$ cat src/rtl/par_check.sv
// rtl/par_check.sv - registered even/odd parity flags for one received word
// One XOR tree feeds both flags so they stay mutually exclusive outside reset.
module par_check #(
  parameter int WIDTH = 9
) (
  input  logic             clk,
  input  logic             rst,
  input  logic [WIDTH-1:0] in,
  output logic             even,
  output logic             odd
);

  logic p;

  assign p = ^in;

  // Both flags clear in reset, so (0,0) marks "no word checked yet".
  always_ff @(posedge clk) begin
    if (rst) begin
      even <= 1'b0;
      odd  <= 1'b0;
    end else begin
      even <= ~p;
      odd  <= p;
    end
  end

endmodule

$ cat config.mk
export PLATFORM = sky130hd
export DESIGN_NAME = par_check
export DESIGN_NICKNAME = d
export VERILOG_FILES = /design/src/rtl/par_check.sv
export SDC_FILE = /design/constraint.sdc
export NUM_CORES = 1
export LEC_CHECK = 0
export CAP_MARGIN = 0
export CORE_AREA = 5 5 42 44
export CTS_BUF_LIST = sky130_fd_sc_hd__clkbuf_4 sky130_fd_sc_hd__clkbuf_8
export DETAILED_ROUTE_END_ITERATION = 6
export DIE_AREA = 0 0 47 49
export DONT_BUFFER_PORTS = 1
export GPL_ROUTABILITY_DRIVEN = 0
export SLEW_MARGIN = 40
export SYNTH_ARGS = -nofsm -noshare
export SYNTH_HDL_FRONTEND = slang
export SYNTH_SLANG_ARGS = --single-unit
$ cat constraint.sdc
create_clock -name clk -period 1.6 [get_ports clk]
set_input_delay 0.48 -clock clk [delete_from_list [all_inputs] [get_ports clk]]
set_output_delay 0.48 -clock clk [all_outputs]
set_load 0.02 [all_outputs]
==> Word level (Yosys, flattened, before mapping) <==
Index checks and enable logic that the tools add are counted.
{ "word_totals": {"register_bits": 2, "inputBits": 11, "out_inout_bits": 2, "wordCells": 4} }
{ "classes": {"n_bitwise": 1, "reduce_logical": 1} }
{ "op_table": {"columns": ["cell", "n"], "rows": [
  ["$reduce_xor A9 Y1", 1],
  ["$not A1 Y1", 1]
]} }

==> Longest topological paths before layout <==
{ "depth": {"depth_word": 2, "ltp_mapped": 3, "depth_no_buf": 3} }

==> Worst setup path before layout <==
Ideal clock, no wire load.
{ "synth_timing": {"path_kind": "in2reg", "from": "input in[7]", "to": "register even", "setup_ps": 120, "arrival_time_ps": 1170, "required_time_ps": 1480, "setup_slack_ps": 309, "stages": 3, "n_path_buf": 0, "path_cell_list": "xor2_1 > xnor3_1 > mux2i_1"} }
{ "synth_between": {"elab_chain_len": 2} }
{ "synth_lines": {"columns": ["item", "line", "source"], "rows": [
  ["start: declaration", "8", "input logic [WIDTH-1:0] in,"],
  ["$reduce_xor A9 Y1", "15", "assign p = ^in;"],
  ["$not A1 Y1", "23", "even <= ~p;"],
  ["end signal: assignment", "23", null],
  ["end: declaration", "9", "output logic even,"]
]} }
Every way passes these cells.
A chain may end at the register's enable or synchronous reset.

==> Worst setup path after layout <==
{ "layout_timing": {"from": "register odd", "to": "output odd"} }
{ "layout_rtl": {"columns": ["item", "line", "source"], "rows": [
  ["start: declaration", "10", "output logic odd"],
  ["start signal: assignment", "24", "odd <= p;"]
]} }
No word-level cell between the ends.

==> impl_metrics.csv <==
group,metric,value,unit
clocking,cts_tree,"built",
power,ir_worst_vdd,0.000142,V
cells_and_area,antenna_cells,0,
clocking,clock_tree.root_cell,"clkbuf_4",
cells_and_area,layout_common_cells,"3 x clkbuf_4, 2 x xnor3_1, 2 x xnor2_1, 2 x mux2i_1, 2 x dfxtp_1",
cells_and_area,stdcell_count,30,
global_routing,antenna_found_initial,0,
critical_path,endpoint_kind,"output pin",
critical_path,worstPathMaxFanout,1,
sta,hold_viol,0,
flow_run,drv_cap,0,
sta,fmax,893,MHz
sta,slew_headroom,86.9,%
routing,dr.first_iter.drc_count,3,
clocking,postCtsHoldBufs,0,
logic_synthesis,syn_avg_cell_area,13.1,sq um
power,p_leak,0.0865,nW
min_path,min_from,"rst",
sta,layout_setup_ws,480,ps
clocking,cts_max_level,1,
floorplan,start_util,10.3,%
clocking,clockBufferDepth,2,
min_path,hold_path_end,"even$_SDFF_PP0_",
sta,finalCriticalPeriod,1120,ps
sta,tightest_slew,195,ps
logic_synthesis,synthesis.nets,22,
cells_and_area,nNetsFinal,27,
power,power,245,uW
clocking,clk_pin_slew_worst_paths,30,ps
logic_synthesis,synth_area,144,sq um
global_routing,grt_pass1_wl,496,um
global_routing,first_global_vias,125,
cells_and_area,final_common_cell,"clkbuf_4",
clocking,cts_buffers,3,
outcome,outcome,"finished clean",
clocking,post_cts_buffers,0,
cells_and_area,fillers,162,
routing,dr.pass1.iters,2,
critical_path,criticalPathCategory,"flip-flop to output pin",
routing,drt-wirelength-per-cell,11.7,um
min_path,min_path_type,"input pin to flip-flop",
logic_synthesis,ys_seq_area_share,27.8,%
min_path,holdPathStages,2,
critical_path,cp.required,1120,ps
clocking,ctsResizeCount,0,
floorplan,die_h,49,um
cells_and_area,area_delta_synth_final,29.6,%
critical_path,crit_arrival,640,ps
logic_synthesis,synthCells,11,
logic_synthesis,yosys_warnings,0,
critical_path,cp-start-kind,"flip-flop",
floorplan,rows,14,
sta,maxSlewViolCount,0,
routing,ant_nets,0,
placement,dpl_worst_slack,260,ps
floorplan,ioPinCount,13,
placement,port_buffers,0,
routing,drt-total-wl,352,um
floorplan,core,1400,sq um
routing,via_count,94,
sta,finalSetupViolCount,0,
placement,dp_cells,27,
global_routing,grt.overflow.total,0,
logic_synthesis,ys_seq_elements,2,
power,p_per_area,1310,nW/um^2
floorplan,die-width,47,um
routing,vias_per_cell,3.13,
global_routing,grtUsageTotal,4.21,%
cells_and_area,drive_gt1_share,21.4,%
sta,rsz0062_at_grt,"no",
logic_synthesis,synth_cell_type_count,7,
global_routing,grt_max_degree,3,
sta,period_share,70.0,%
routing,drc,0,
clocking,cts.sinks,2,
sta,fin_setup_tns,0,ps
floorplan,dieArea,2300,sq um
cells in the mapped netlist, drive strengths merged:
cell type | instances | area (sq um)
or2 | 1 | 6.26
mux2i | 2 | 20.0
xnor3 | 2 | 45.0
xor2 | 1 | 8.76
dfxtp | 2 | 40.0
nand2b | 1 | 6.26
xnor2 | 2 | 17.5
how the worst max path moves through the flow:
stage | from | end | cells past startpoint
floorplan | in[7] | even$_SDFF_PP0_ | 3
global placement | in[7] | even$_SDFF_PP0_ | 3
detailed placement | in[7] | odd$_SDFF_PP0_ | 3
CTS | odd$_SDFF_PP0_ | odd | 0
global route | odd$_SDFF_PP0_ | odd | 0
finish | odd$_SDFF_PP0_ | odd | 0
flip-flops by register name, indices dropped and copies added (netlist names):
| name | count |
|---|---|
| even | 1 |
| odd | 1 |
cell type report:
cell class	instances	area [sq um]	area share, %
Multi-Input combinational cell	9	104	55.7
Sequential cell	2	40.0	21.5
Clock buffer	3	22.5	12.1
Tap cell	16	20.0	10.7
through the flow:
| stage | hold slack [ps] | cell area, sq um | utilization, % |
|---|---|---|---|
| 3_3_place_gp | 686 | 164 | 11.7 |
| 6_report | 468 | 186 | 13.3 |
| 4_1_cts | 457 | 186 | 13.3 |
| 2_1_floorplan | 680 | 144 | - |
| 3_5_place_dp | 698 | 164 | 11.7 |
| 5_1_grt | 470 | 186 | 13.3 |
metal layers:
layer  up-vias  GRT usage, %  part of all wire [%]
met5         -             0                     0
met4         0          5.53                     0
met3         0          8.12                    38
met2        13          3.85                    31
met1        38          1.96                    30
li1         43             -                     -
power by group:
part	leakage, nW	switching, mW	internal, mW
clock	0.0138	0.0312	0.0830
sequential	0.0167	0.0181	0.0620
combinational	0.0561	0.0167	0.0338
total	0.0865	0.0660	0.179
logic make-up after synthesis:
kind of cell     Yosys count  synth area share, %
XOR/XNOR                   5                 49.6
multiplexers               2                 13.9
AND/OR/NAND/NOR            2                 8.70
flip-flops                 2                 27.8
(Power assumes the default switching activity.)
==> RTL edit 1, RTL diff (config.mk and constraints unchanged) <==
Register the output `odd` once more, with the module's reset; this adds one clock of latency there. The other outputs are not delayed to match. Comments in the files are not updated.
--- a/src/rtl/par_check.sv
+++ b/src/rtl/par_check.sv
@@ -10,6 +10,8 @@
   output logic             odd
 );
 
+  logic odd_s0;
+
   logic p;
 
   assign p = ^in;
@@ -18,10 +20,18 @@
   always_ff @(posedge clk) begin
     if (rst) begin
       even <= 1'b0;
-      odd  <= 1'b0;
+      odd_s0 <= 1'b0;
     end else begin
       even <= ~p;
-      odd  <= p;
+      odd_s0 <= p;
+    end
+  end
+
+  always_ff @(posedge clk) begin
+    if (rst) begin
+      odd <= '0;
+    end else begin
+      odd <= odd_s0;
     end
   end
 
Check against the original RTL: not equivalent (Yosys sat finds a counterexample within 4 cycles, from zero or initial values and one cycle with rst high).
==> RTL edit 1 against the unedited design <==
Total power grew 27%. Sequential share of layout area grew 5.8 points. Setup slack lost 0.016 ns. Cell area grew 18%. Wire length grew 13%. Hold slack lost 0.16 ns. Final cell count grew 10%. Largest power group unchanged. Area after synthesis grew 18%. Critical path type unchanged. Clock power grew 32%. Sequential power grew 32%. Sequential cell count grew 1. Utilization grew 2.4 points.
==> RTL edit 1: results (changes against the unedited design) <==
| Metric | Value |
|---|---|
| LEAKAGE | `0.102 nW (was 0.0865 nW)` |
| First-pass GRT wire length | `558 um (was 496 um)` |
| FF-to-FF End | `odd` |
| Skew final | `0.00408 ns` |
| Hold Startpoint | `rst (unchanged)` |
| R2R depth | `1` |
| Mapped Nets | `24 (was 22)` |
| Initial DRT Pass Iterations | `4 (was 2)` |
| Final Power | `0.310 mW (was 0.245 mW)` |
| Largest net degree at the start of global routing | `4 (was 3)` |
| XOR/XNOR Fraction of Synth Area | `0.419 (was 0.496)` |
| All-Layer GR Usage | `0.0485 (was 0.0421)` |
| Worst skew pair latency | `approximately 0.24 ns` |
| Max-Slew Margin vs Limit | `0.861 (was 0.869)` |
| Port bufs | `0 (unchanged)` |
| Detailed-route wire length | `397 um (was 352 um)` |
| Share of cells above drive strength 1 | `0.235 (was 0.214)` |
| Cell area after placement | `190 um2 (was 164 um2)` |
| Dominant cells by area after synthesis | `dfxtp_1 35%, xnor3_1 26%, mux2i_1 12% (was xnor3_1 31%, dfxtp_1 28%, mux2i_1 14%)` |
| Nets@finish | `29 (was 27)` |
| Design area | `220 um2 (was 186 um2)` |
| Reg-to-reg slack, setup | `1.09 ns` |
| VDD IR max | `0.143 mV (was 0.142 mV)` |
| Setup bufs post-CTS | `0 (unchanged)` |
| Fraction of registers with async set/reset | `0 (unchanged)` |
| Vias in the first global route | `128 (was 125)` |
| Vias/cell | `3.45 (was 3.13)` |
| CP Max Fanout | `1 (unchanged)` |
| Post-synthesis mux area share | `0.118 (was 0.139)` |
| Final Critical Period | `1.14 ns (was 1.12 ns)` |
| Register area share after synthesis | `0.353 (was 0.278)` |
| Biggest regs | `even: 1 flops, odd: 1 flops, odd_s0: 1 flops (was even: 1 flops, odd: 1 flops)` |
| Avg Synthesized Cell Area | `13.1 um2 (about the same)` |
| Hold endpoint | `odd (was even)` |
| Non-filler instance count after layout | `33 (was 30)` |
| Number of CTS-inserted buffers | `3 (unchanged)` |
| Status | `finished clean (unchanged)` |
| Hold Path Cell Cnt | `1 (was 2)` |
| Internal power | `0.236 mW (was 0.179 mW)` |
| Yosys cell types | `8 (was 7)` |
| Post-synth top cells | `3 x dfxtp_1, 2 x mux2i_1, 2 x xnor2_1, 2 x xnor3_1 (was 2 x dfxtp_1, 2 x mux2i_1, 2 x xnor2_1, 2 x xnor3_1)` |
| Reg area | `60.1 um2 (was 40.0 um2)` |
| CP startpoint | `even (was odd)` |
| CP arrival | `0.66 ns (was 0.64 ns)` |
| Worst Hold Class | `primary input to flip-flop (unchanged)` |
| Worst Setup EP | `even (was odd)` |
| Worst Hold Slack | `0.311 ns (was 0.468 ns)` |
| Fillers | `165 (was 162)` |
| Pre-CTS setup slack | `0.235 ns (was 0.260 ns)` |
[RTL edit 1: power by group through the flow]
stage	clock network (mW)	logic (mW)	registers (mW)
2_1_floorplan	0	0.0490	0.105
3_3_place_gp	0	0.0513	0.107
3_5_place_dp	0	0.0557	0.108
4_1_cts	0.157	0.0558	0.107
5_1_grt	0.169	0.0603	0.108
6_report	0.150	0.0540	0.106
[RTL edit 1: final cells by class]
cell class                 count  share of cell area
clock buffer                   4               0.136
multi-input combinational     10               0.500
sequential                     3               0.273
tap                           16              0.0909
[RTL edit 1: routing by layer]
| metal | share of wire | track usage | vias to the layer above | routed length, um |
|---|---|---|---|---|
| met5 | 0 | 0 | - | 0 |
| met4 | 0.055 | 0.0691 | 0 | 22 |
| met3 | 0.38 | 0.0849 | 3 | 152 |
| met2 | 0.33 | 0.0430 | 16 | 130 |
| met1 | 0.23 | 0.0262 | 44 | 91 |
| li1 | - | - | 51 | - |
==> RTL edit 2, RTL diff (config.mk and constraints unchanged) <==
Made on the original files. The parameter `WIDTH` goes from 9 to 8.
--- a/src/rtl/par_check.sv
+++ b/src/rtl/par_check.sv
@@ -1,7 +1,7 @@
 // rtl/par_check.sv - registered even/odd parity flags for one received word
 // One XOR tree feeds both flags so they stay mutually exclusive outside reset.
 module par_check #(
-  parameter int WIDTH = 9
+  parameter int WIDTH = 8
 ) (
   input  logic             clk,
   input  logic             rst,
Interface: changed (resized in); port bits go from 13 to 12. No check against the original RTL was run, so the function may have changed too.
==> RTL edit 2 against the unedited design <==
Wire length is 41% lower. Setup slack gained 0.0041 ns. Via count shrank 13%. Total power is 4.7% lower. Sequential cell count is the same. Cell area shrank 16%. Area after synthesis is 21% lower. Largest cell class unchanged.
==> RTL edit 2: results (changes against the unedited design) <==
| Metric | Value |
|---|---|
| Status | `finished clean (unchanged)` |
| Port bufs | `0 (unchanged)` |
| Yosys cell types | `5 (was 7)` |
| Hold Startpoint | `rst (unchanged)` |
| Clk root buf | `clkbuf_4 (unchanged)` |
| Multi-input gate area | `73.8 um2 (was 104 um2)` |
| Cell area after placement | `134 um2 (was 164 um2)` |
| Share of cells above drive strength 1 | `0.286 (was 0.214)` |
| Register area share after synthesis | `0.352 (was 0.278)` |
| Dominant cells by area after synthesis | `xnor2_1 46%, dfxtp_1 35%, and2b_2 7.7% (was xnor3_1 31%, dfxtp_1 28%, mux2i_1 14%)` |
| Biggest regs | `even: 1 flops, odd: 1 flops (unchanged)` |
| Hold Path Cell Cnt | `1 (was 2)` |
| First-pass GRT wire length | `331 um (was 496 um)` |
| Worst-path clk slew | `0.03 ns (about the same)` |
| Adder-cell share of the synthesized area | `0 (unchanged)` |
| Setup bufs post-CTS | `0 (unchanged)` |
| Number of CTS-inserted buffers | `3 (unchanged)` |
| VDD IR max | `0.154 mV (was 0.142 mV)` |
| XOR/XNOR Fraction of Synth Area | `0.538 (was 0.496)` |
| Antenna violations before repair | `0 (unchanged)` |
| Worst Hold Class | `primary input to flip-flop (unchanged)` |
| Clock buffer depth | `2 (unchanged)` |
| Detailed-route wire length | `209 um (was 352 um)` |
| Synthesis Warnings | `0 (unchanged)` |
| Resized Gates After CTS | `0 (unchanged)` |
| Post-synthesis mux area share | `0 (was 0.139)` |
| Max-Slew Margin vs Limit | `0.864 (was 0.869)` |
| Vias/cell | `2.73 (was 3.13)` |
| Fillers | `167 (was 162)` |
| Largest net degree at the start of global routing | `3 (unchanged)` |
| Dominant synthesized flop cell | `dfxtp_1 (unchanged)` |
| CP arrival | `0.64 ns (about the same)` |
| LEAKAGE | `0.0541 nW (was 0.0865 nW)` |
| All-Layer GR Usage | `0.0253 (was 0.0421)` |
| Fraction of registers with async set/reset | `0 (unchanged)` |
| CP Max Fanout | `1 (unchanged)` |
| Vias in the first global route | `115 (was 125)` |
| Total negative setup slack | `0 ns (unchanged)` |
| Mapped Nets | `21 (was 22)` |
| Synth Area in Compound Gates | `0 (unchanged)` |
| Nets@finish | `26 (was 27)` |
| Hold endpoint | `even (unchanged)` |
| Iteration-0 DRC Markers | `0 (was 3)` |
| N_diodes | `0 (unchanged)` |
| Htree depth | `1 (unchanged)` |
| Post-synth top cells | `6 x xnor2_1, 2 x dfxtp_1, 1 x and2b_2, 1 x nor2_1, 1 x xor2_1 (was 2 x dfxtp_1, 2 x mux2i_1, 2 x xnor2_1, 2 x xnor3_1)` |
| Initial DRT Pass Iterations | `1 (was 2)` |
RTL edit 2: changes by cell type after synthesis, sizes merged:
cell    change
or2         -1
and2b       +1
nand2b      -1
xnor2       +4
xnor3       -2
mux2i       -2
nor2        +1
RTL edit 2: layout make-up:
type                            count  share of cell area
Sequential cell                     2               0.256
Clock buffer                        3               0.144
Multi-Input combinational cell      9               0.472
Tap cell                           16               0.128
RTL edit 2: kinds of logic after synthesis:
family,Yosys count
and+or+nand+nor,2
DFF,2
xor gates and xnor gates,7
RTL edit 2: through the flow:
stage               hold slack (ns)  setup WS, ns  instances
floorplan                     0.552         0.403         11
global placement              0.554         0.357         27
detailed placement            0.558         0.347         27
CTS                           0.314         0.464         30
global route                  0.320         0.447         30
finish                        0.327         0.484         30
RTL edit 2: per-layer routing:
metal	wire [um]	track usage	part of all wire	vias up
li1	-	-	-	39
met5	0	0	0	-
met4	0	0.0691	0	0
met1	66	0.0174	0.32	31
met3	53	0.00738	0.25	0
met2	89	0.0249	0.43	12
RTL edit 2: worst max path at each step:
| stage | slack (ns) | start | end | cells past startpoint |
|---|---|---|---|---|
| after floorplan | 0.40 | in[3] | odd | 4 |
| after global placement | 0.36 | in[3] | odd | 4 |
| after detailed placement | 0.35 | in[3] | odd | 4 |
| after CTS | 0.46 | even | even | 0 |
| after global routing | 0.45 | even | even | 0 |
| final | 0.48 | even | even | 0 |
RTL edit 2: report_power, final:
group	switching (mW)	internal [mW]
combinational	0.0156	0.0241
clock	0.0290	0.0828
sequential	0.0190	0.0627
